==> config.mk <==
export PLATFORM = sky130hd
export DESIGN_NAME = freq_meter_gate_ctrl
export DESIGN_NICKNAME = d
export VERILOG_FILES = /design/src/rtl/freq_meter_pkg.sv /design/src/rtl/bcd_counter_chain.sv /design/src/rtl/freq_meter_gate_ctrl.sv
export SDC_FILE = /design/constraint.sdc
export NUM_CORES = 1
export LEC_CHECK = 0
export CORE_UTILIZATION = 57
export DETAILED_ROUTE_END_ITERATION = 10
export GPL_TIMING_DRIVEN = 0
export PLACE_DENSITY = 0.78
export SLEW_MARGIN = 5
export SYNTH_ARGS = -nofsm -noshare
export SYNTH_HDL_FRONTEND = slang
export SYNTH_HIERARCHICAL = 1
export SYNTH_SLANG_ARGS = --single-unit
==> constraint.sdc <==
create_clock -name clk -period 4.7 [get_ports clk]
set_input_delay 0.705 -clock clk [delete_from_list [all_inputs] [get_ports clk]]
set_output_delay 0.705 -clock clk [all_outputs]
set_load 0.005 [all_outputs]
==> src/rtl/freq_meter_pkg.sv <==
// Shared types and constants for the frequency-meter gate controller.
package freq_meter_pkg;

  typedef enum logic [2:0] {
    IDLE   = 3'd0,
    CLEAR  = 3'd1,
    GATE   = 3'd2,
    SETTLE = 3'd3,
    LATCH  = 3'd4
  } fm_state_t;

  typedef logic [3:0] bcd_digit_t;

  localparam bcd_digit_t BCD_MAX = 4'd9;

  // Next value of a single BCD digit, wrapping 9 -> 0.
  function automatic bcd_digit_t bcd_inc(input bcd_digit_t d);
    bcd_digit_t r;
    if (d == BCD_MAX) begin
      r = 4'd0;
    end else begin
      r = d + 4'd1;
    end
    return r;
  endfunction

endpackage

==> src/rtl/bcd_counter_chain.sv <==
// Ripple BCD counter chain. Saturates at all-9s; a further increment sets a
// sticky overflow flag that only clr (or reset) removes.
module bcd_counter_chain
  import freq_meter_pkg::*;
#(
  parameter int NUM_DIGITS = 5
) (
  input  logic                    clk,
  input  logic                    reset,
  input  logic                    clr,
  input  logic                    inc,
  output logic [4*NUM_DIGITS-1:0] digits,
  output logic                    ovf
);

  logic [4*NUM_DIGITS-1:0] digits_q, digits_d;
  logic                    ovf_q, ovf_d;
  logic                    all_max;
  logic                    carry;

  // Next count: clear wins over increment; at all-9s the count holds and overflow latches.
  always_comb begin
    digits_d = digits_q;
    ovf_d    = ovf_q;
    all_max  = 1'b1;
    carry    = 1'b0;
    for (int i = 0; i < NUM_DIGITS; i++) begin
      if (digits_q[4*i +: 4] != BCD_MAX) begin
        all_max = 1'b0;
      end
    end
    if (clr) begin
      digits_d = '0;
      ovf_d    = 1'b0;
    end else if (inc) begin
      if (all_max) begin
        ovf_d = 1'b1;
      end else begin
        carry = 1'b1;
        for (int i = 0; i < NUM_DIGITS; i++) begin
          if (carry) begin
            digits_d[4*i +: 4] = bcd_inc(digits_q[4*i +: 4]);
            carry              = (digits_q[4*i +: 4] == BCD_MAX);
          end
        end
      end
    end
  end

  // Count and overflow registers.
  always_ff @(posedge clk) begin
    if (reset) begin
      digits_q <= '0;
      ovf_q    <= 1'b0;
    end else begin
      digits_q <= digits_d;
      ovf_q    <= ovf_d;
    end
  end

  assign digits = digits_q;
  assign ovf    = ovf_q;

endmodule

==> src/rtl/freq_meter_gate_ctrl.sv <==
// Gate-time controller for the frequency meter: synchronises sample_in,
// counts its rising edges over a programmable gate window and latches the
// BCD result with a one-cycle valid pulse.
//
//  state  | meaning
//  -------+--------------------------------------------------------------
//  IDLE   | waiting for start or continuous; gate length captured on exit
//  CLEAR  | counter chain and overflow cleared, gate timer loaded
//  GATE   | edges counted; timer runs down, exactly gate_len cycles
//  SETTLE | one quiet cycle, no counting
//  LATCH  | count copied to result registers, valid pulsed
module freq_meter_gate_ctrl
  import freq_meter_pkg::*;
#(
  parameter int NUM_DIGITS  = 5,
  parameter int GATE_W      = 24,
  parameter int SYNC_STAGES = 2
) (
  input  logic                    clk,
  input  logic                    reset,
  input  logic                    sample_in,
  input  logic                    start,
  input  logic                    continuous,
  input  logic [GATE_W-1:0]       gate_cycles,
  output logic                    busy,
  output logic [4*NUM_DIGITS-1:0] result_digits,
  output logic                    result_ovf,
  output logic                    result_valid
);

  localparam logic [GATE_W-1:0] GATE_ONE = GATE_W'(1);

  logic [SYNC_STAGES-1:0]  sync_q, sync_d;
  logic                    sync_prev_q, sync_prev_d;
  logic                    sync_out;
  logic                    edge_det;

  fm_state_t               state_q, state_d;
  logic [GATE_W-1:0]       gate_len_q, gate_len_d;
  logic [GATE_W-1:0]       timer_q, timer_d;

  logic [4*NUM_DIGITS-1:0] result_digits_q, result_digits_d;
  logic                    result_ovf_q, result_ovf_d;
  logic                    result_valid_q, result_valid_d;

  logic                    cnt_clr;
  logic                    cnt_inc;
  logic [4*NUM_DIGITS-1:0] cnt_digits;
  logic                    cnt_ovf;

  // Synchroniser shift and previous-value flop for rising-edge detection.
  always_comb begin
    sync_d      = {sync_q[SYNC_STAGES-2:0], sample_in};
    sync_out    = sync_q[SYNC_STAGES-1];
    sync_prev_d = sync_out;
    edge_det    = sync_out & ~sync_prev_q;
  end

  // Next-state, gate timer, counter control and result capture.
  always_comb begin
    state_d         = state_q;
    gate_len_d      = gate_len_q;
    timer_d         = timer_q;
    result_digits_d = result_digits_q;
    result_ovf_d    = result_ovf_q;
    result_valid_d  = 1'b0;
    cnt_clr         = 1'b0;
    cnt_inc         = 1'b0;
    unique case (state_q)
      IDLE: begin
        // A zero gate length would never close the window, so it becomes one cycle.
        if (start | continuous) begin
          state_d    = CLEAR;
          gate_len_d = (gate_cycles == '0) ? GATE_ONE : gate_cycles;
        end
      end
      CLEAR: begin
        cnt_clr = 1'b1;
        timer_d = gate_len_q - GATE_ONE;
        state_d = GATE;
      end
      GATE: begin
        // The edge seen in the terminal-count cycle is still counted.
        cnt_inc = edge_det;
        if (timer_q == '0) begin
          state_d = SETTLE;
        end else begin
          timer_d = timer_q - GATE_ONE;
        end
      end
      SETTLE: begin
        state_d = LATCH;
      end
      LATCH: begin
        result_digits_d = cnt_digits;
        result_ovf_d    = cnt_ovf;
        result_valid_d  = 1'b1;
        state_d         = continuous ? CLEAR : IDLE;
      end
      default: begin
        state_d = IDLE;
      end
    endcase
  end

  // All controller registers; reset aborts any measurement in progress.
  always_ff @(posedge clk) begin
    if (reset) begin
      sync_q          <= '0;
      sync_prev_q     <= 1'b0;
      state_q         <= IDLE;
      gate_len_q      <= GATE_ONE;
      timer_q         <= '0;
      result_digits_q <= '0;
      result_ovf_q    <= 1'b0;
      result_valid_q  <= 1'b0;
    end else begin
      sync_q          <= sync_d;
      sync_prev_q     <= sync_prev_d;
      state_q         <= state_d;
      gate_len_q      <= gate_len_d;
      timer_q         <= timer_d;
      result_digits_q <= result_digits_d;
      result_ovf_q    <= result_ovf_d;
      result_valid_q  <= result_valid_d;
    end
  end

  bcd_counter_chain #(
    .NUM_DIGITS(NUM_DIGITS)
  ) u_count (
    .clk   (clk),
    .reset (reset),
    .clr   (cnt_clr),
    .inc   (cnt_inc),
    .digits(cnt_digits),
    .ovf   (cnt_ovf)
  );

  assign busy          = (state_q != IDLE);
  assign result_digits = result_digits_q;
  assign result_ovf    = result_ovf_q;
  assign result_valid  = result_valid_q;

endmodule

==> results.tsv, run 1 <==
metric	value	unit
Ys Warns	6	
Slew Limit Fails	0	
Worst Setup End Kind	register	
# DRC	0	
ys async rst share	0	%
Post-Syn Area	5201	µm²
Pleak	2.082	nW
Sw Share	41.93	%
max_cap viols	0	
Util after Layout	68.96	%
Hold Path Sink	sync_q[1]	
Inserted Clock Buffers	9	
Worst Setup SP	state_q[1]	
Crit Path Class	reg2reg	
most frequent cells in the layout	nand2_1, dfxtp_1, a21oi_1, nor2_1, clkdlybuf4s50_1	
hold-fix buffers at CTS	0	
Post-synth EDFFs	0	
sequential share of power	40.6	%
H-Tree Depth	3	
vias in the first global route	5128	
Final Cycle Share	94.18	%
largest buffer count on any clock path	2	
commonest non-fill, non-tap cell in the layout	nand2_1	
Post-synth top flop	dfxtp_1	
drt initial violations	621	
RePlAce Congestion	0.9184	
Die X-Extent	97.53	µm
synthesized net count	719	
via count	5683	
Slew @ Worst Pin	0.8579	ns
Antenna Nets Post-Route	0	
slowest stage delay, CP	0.66	ns
# diodes	0	
Design Area, Final	6043	µm²
die area	9511	µm²
worst hold path startpoint	sync_q[0]	
slowest CP cell	or4_1	
Clock Latency Late Sink	0.39	ns
port bufs	51	
RSZ-0062 raised after global routing	no	
GRT Residual Overflow	0	
Inst Count DP	848	
worst r2r src	state_q[1]	
DR WL/cell	18.46	µm
routed wire length	15.93	mm
CTS Sinks	97	
post-synth top area cell	dfxtp_1	
row cnt	34	
post-detail-place hpwl	11.29	mm
final hold vios	0	
total I/O pin count	52	
Clock power frac	22.9	%
Min Hold Slack	0.4570	ns
CP required	5.01	ns
first-pass GRT wire length	25.58	mm
Clk pin slew, worst setup/hold paths	0.11	ns
Power Density	403.7	nW/µm²
peak fanout along the critical path	18	
Cells after Synth	689	
worst hold path type	reg2reg	
Worst Hold Path Cells	1	
nets	780	
Die Ht	97.53	µm
RR Endpoint	timer_q[16]	
Area contributors post-synth	dfxtp_1, nand2_1, a21oi_1	
combinational group share of total power	36.4	%
status	finished clean	
area of the core	8763	µm²
Worst EP arrival	4.73	ns
fraction of layout cells with a size suffix above 1	5.563	%
Syn Area/Cell	7.549	µm²
Yosys cell types	74	
cell count of the worst reg-to-reg path	13	
CP most frequent cell	clkbuf_1	
area share of the largest cell type after synthesis	37.33	%
clock skew	0.02400	ns
Filler cells	764	
largest net degree at the start of global routing	19	
sequential area share after synthesis	37.33	%
Startpoint Class	register	
Placed Area	5847	µm²
Initial Util	59.35	%
GRT Total Usage	33.60	%
fmax	0.2259	GHz
Tmin final	4.427	ns
final setup fails	0	
Worst VDD drop	0.2219	mV
Post-Layout Cell Count	863	
CTS tree	yes	
Via density	6.585	
Switch Pwr	0.001023	W
max_slew headroom	42.60	%
Layout area overhead	16.19	%
Pre-antenna DRT Iters	5	
initial antenna violation count	0	
flops & latches, synth	97	
final setup TNS	0	ns
FF-to-FF setup slack	0.27	ns
root buf cell	clkbuf_8	
Internal	0.001417	W
CP Cell Sequence	or3b_1, buf_2, clkbuf_1, clkbuf_2, mux2i_1, ha_1, clkbuf_1, inv_1, or4_1, a22oi_2, a221oi_1, a211o_1, a21oi_1	
[Yosys cell counts, types with 4 or more instances]
master	n
and2_1	6
or4_1	17
dfxtp_1	97
o21ai_0	32
o22ai_1	4
or3_1	8
nand3_1	12
o211ai_1	4
nor3b_1	5
nand2_1	137
inv_1	9
nor2_1	51
or2_2	4
nor3_1	15
clkbuf_1	35
nor2b_1	10
and3_1	6
a21oi_1	81
nand3b_1	4
o31ai_1	4
nor4_1	19
mux2i_1	10
a31oi_1	15
xor2_1	4
nand4_1	12
a22oi_1	10
buf_2	5
[metrics by stage]
stage / total power, W / worst slack, ns
floorplan: 0.001578 / 0.9990
finish: 0.002440 / 0.2734
CTS: 0.002387 / 0.05623
detailed placement: 0.001845 / -0.1220
global placement: 0.001826 / -0.07834
global route: 0.002539 / 0.05826
[cell families after synthesis]
logic type | Yosys count | share of synthesized area (%)
AOI/OAI and AO/OA | 194 | 23.24
xor gates and xnor gates | 5 | 0.8419
adders and majority gates | 1 | 0.2405
buffers and inverters | 53 | 4.113
DFF | 97 | 37.33
muxes | 11 | 2.141
and+or+nand+nor | 328 | 32.09
[critical path: cells and delay by family (launching register included)]
kind                     cells  cell delay, ns
AO/OA/AOI/OAI                4            0.95
adder cells (fa/ha/maj)      1            0.17
buffers and inverters        5            1.76
flip-flops                   1            0.39
multiplexers                 1            0.24
AND/OR/NAND/NOR              2            0.84
[sequential cells by signal, summed over array words and instances, names as in the netlist]
name	flops
gate_len_q	24
result_digits	20
result_ovf	1
result_valid	1
state_q	3
sync_prev_q	1
sync_q	2
timer_q	24
u_count/digits	20
u_count/ovf	1
[worst max path at each step]
stage | endpoint | depth (start not counted)
after floorplan | timer_q[20] | 14
after global placement | timer_q[20] | 14
after detailed placement | timer_q[20] | 14
after CTS | timer_q[20] | 14
after global routing | timer_q[20] | 13
final | timer_q[16] | 13
[layer usage]
layer,wire (µm),vias to the layer above,GRT usage [%]
met3,1804,41,6.619
met2,6770,349,50.40
met5,0,-,0
met4,376,0,12.33
li1,-,2651,-
met1,6979,2642,47.72
[area by class of cell]
type	instances	area, µm²	share of cell area [%]
multi-input cells	539	3045	50.39
flip-flops and latches	97	1942	32.13
repair buffers	51	510.5	8.447
plain buffers	43	177.7	2.940
clock buffers	10	137.6	2.277
well taps	108	135.1	2.236
clock inverters	6	61.31	1.014
inverters	9	33.78	0.5590
[what timing repair did]
item                                    in CTS  in global routing
endpoints found under the setup margin       3                  4
buffers inserted                             0                  0
gates resized for setup                      1                  0
[power groups by stage]
stage | registers (W) | clock network [W] | logic [W]
6_report | 0.000991 | 0.000559 | 0.000889
5_1_grt | 0.000999 | 0.000586 | 0.000953
4_1_cts | 0.000983 | 0.000551 | 0.000853
3_5_place_dp | 0.00100 | 0 | 0.000844
3_3_place_gp | 0.000996 | 0 | 0.000830
2_1_floorplan | 0.000968 | 0 | 0.000610
No activity file was read; power rests on OpenSTA's default activity.
==> run 2: changes to the inputs <==
--- a/config.mk
+++ b/config.mk
@@ -5,10 +5,11 @@
 export SDC_FILE = /design/constraint.sdc
 export NUM_CORES = 1
 export LEC_CHECK = 0
-export CORE_UTILIZATION = 57
+export CORE_UTILIZATION = 55
 export DETAILED_ROUTE_END_ITERATION = 10
 export GPL_TIMING_DRIVEN = 0
-export PLACE_DENSITY = 0.78
+export HOLD_SLACK_MARGIN = 0.03
+export PLACE_DENSITY = 0.75
 export SLEW_MARGIN = 5
 export SYNTH_ARGS = -nofsm -noshare
 export SYNTH_HDL_FRONTEND = slang
==> run 2 against run 1 <==
  * Critical path depth stayed put
  * Sequential share of layout area down 0.14 points
  * Cell count grew 0.35%
  * Flip-flop and latch count unchanged
  * Clock power grew 7.2%
  * Worst hold slack worse by 0.0073 ns
  * Sequential power about the same
  * Via count down 1.9%
==> results.tsv, run 2 (synthesized netlist as in run 1, its figures left out) <==
metric	value	unit
peak fanout along the critical path	18	
Clock Latency Late Sink	0.38	ns
initial antenna violation count	0	
largest buffer count on any clock path	2	
Slew @ Worst Pin	0.8113	ns
worst hold path type	reg2reg	
Design Area, Final	6070	µm²
DR WL/cell	17.95	µm
drt initial violations	547	
Die Ht	99.25	µm
post-detail-place hpwl	11.36	mm
Startpoint Class	register	
H-Tree Depth	3	
Place WS	-0.1374	ns
total I/O pin count	52	
Initial Util	56.56	%
Layout area overhead	16.69	%
clock skew	0.02629	ns
CP most frequent cell	clkbuf_2	
most frequent cells in the layout	nand2_1, dfxtp_1, a21oi_1, nor2_1, clkdlybuf4s50_1	
Inserted Clock Buffers	9	
GR Util met1	46.00	%
Pre-antenna DRT Iters	8	
Slew Limit Fails	0	
routed wire length	15.55	mm
met2 usage	48.45	%
slowest CP cell	or4_1	
row cnt	35	
setup ws final	0.4646	ns
hold-fix buffers at CTS	0	
final setup fails	0	
Worst Setup SP	state_q[2]	
fmax	0.2361	GHz
Post-Layout Cell Count	866	
Worst Setup End Kind	register	
fraction of layout cells with a size suffix above 1	5.695	%
# DRC	0	
nets	780	
Tmin final	4.235	ns
port bufs	51	
Power Density	405.6	nW/µm²
RSZ-0062 raised after global routing	no	
RePlAce Congestion	0.9756	
Clk pin slew, worst setup/hold paths	0.10	ns
slowest stage delay, CP	0.64	ns
Worst EP arrival	4.53	ns
vias in the first global route	5083	
Die X-Extent	99.25	µm
worst hold path startpoint	sync_q[0]	
CTS tree	yes	
Top Registers	gate_len_q: 24 flops, timer_q: 24 flops	
GRT Total Usage	32.51	%
largest net degree at the start of global routing	19	
status	finished clean	
Crit Path Class	reg2reg	
Final Cycle Share	90.12	%
Via density	6.439	
via count	5576	
CP required	5.00	ns
# diodes	0	
CP Cell Sequence	or3b_1, buf_2, clkbuf_2, clkbuf_2, mux2i_1, ha_1, clkbuf_1, inv_1, or4_1, a22oi_2, a221oi_1, a211o_1, a21oi_1	
Antenna Nets Post-Route	0	
max_cap viols	0	
Placed Area	5851	µm²
CTS Sinks	97	
final hold vios	0	
max_slew headroom	45.41	%
Post-CTS Resized	1	
met3 usage	6.535	%
area of the core	9196	µm²
worst r2r src	state_q[2]	
busiest grt layer	met2	
Pleak	2.089	nW
Inst Count DP	851	
commonest non-fill, non-tap cell in the layout	nand2_1	
setup bufs post-CTS	0	
first-pass GRT wire length	25.34	mm
root buf cell	clkbuf_8	
Worst VDD drop	0.2326	mV
die area	9850	µm²
GRT Residual Overflow	0	
[run 2: routing by layer]
metal | vias to the layer above | wire length, µm
met2 | 295 | 6700
met3 | 25 | 1749
met4 | 0 | 255
met1 | 2602 | 6841
met5 | - | 0
li1 | 2654 | -
[run 2: final cells by class]
type,instances,area [µm²]
sequential,97,1942
clock buffer,10,137.6
buffer,43,178.9
timing repair buffer,51,510.5
tap,111,138.9
inverter,9,33.78
fill,863,3127
multi-input combinational,539,3045
clock inverter,6,82.58
[run 2: stage by stage]
stage	TNS (ns)	power, W	hold slack, ns	utilization, %
final	0	0.002462	0.4497	66.00
after global routing	0	0.002591	0.4697	66.00
after CTS	0	0.002439	0.4525	66.03
after detailed placement	-0.2832	0.001846	0.4299	63.62
after global placement	-0.1370	0.001829	0.4160	63.62
after floorplan	0	0.001578	0.4138	-
[run 2: where the power goes]
group | internal [W] | total [W] | switching [W]
sequential | 0.000892 | 0.000990 | 0.0000979
clock | 0.000273 | 0.000599 | 0.000327
combinational | 0.000304 | 0.000873 | 0.000569
total | 0.00147 | 0.00246 | 0.000993
[run 2: critical path, delay by kind of cell, from the launching register on]
kind            cells  cell delay, ns
flops               1            0.45
buf+inv             5            1.52
simple gates        2            0.78
mux                 1            0.26
fa+ha+maj           1            0.18
compound gates      4            0.96
[run 2: final timing paths]
check | to | slack, ns | cells after the start
max | timer_q[16] | 0.46 | 13
min | sync_q[1] | 0.45 | 1
max reg2reg | timer_q[16] | 0.46 | 13
min reg2reg | sync_q[1] | 0.45 | 1
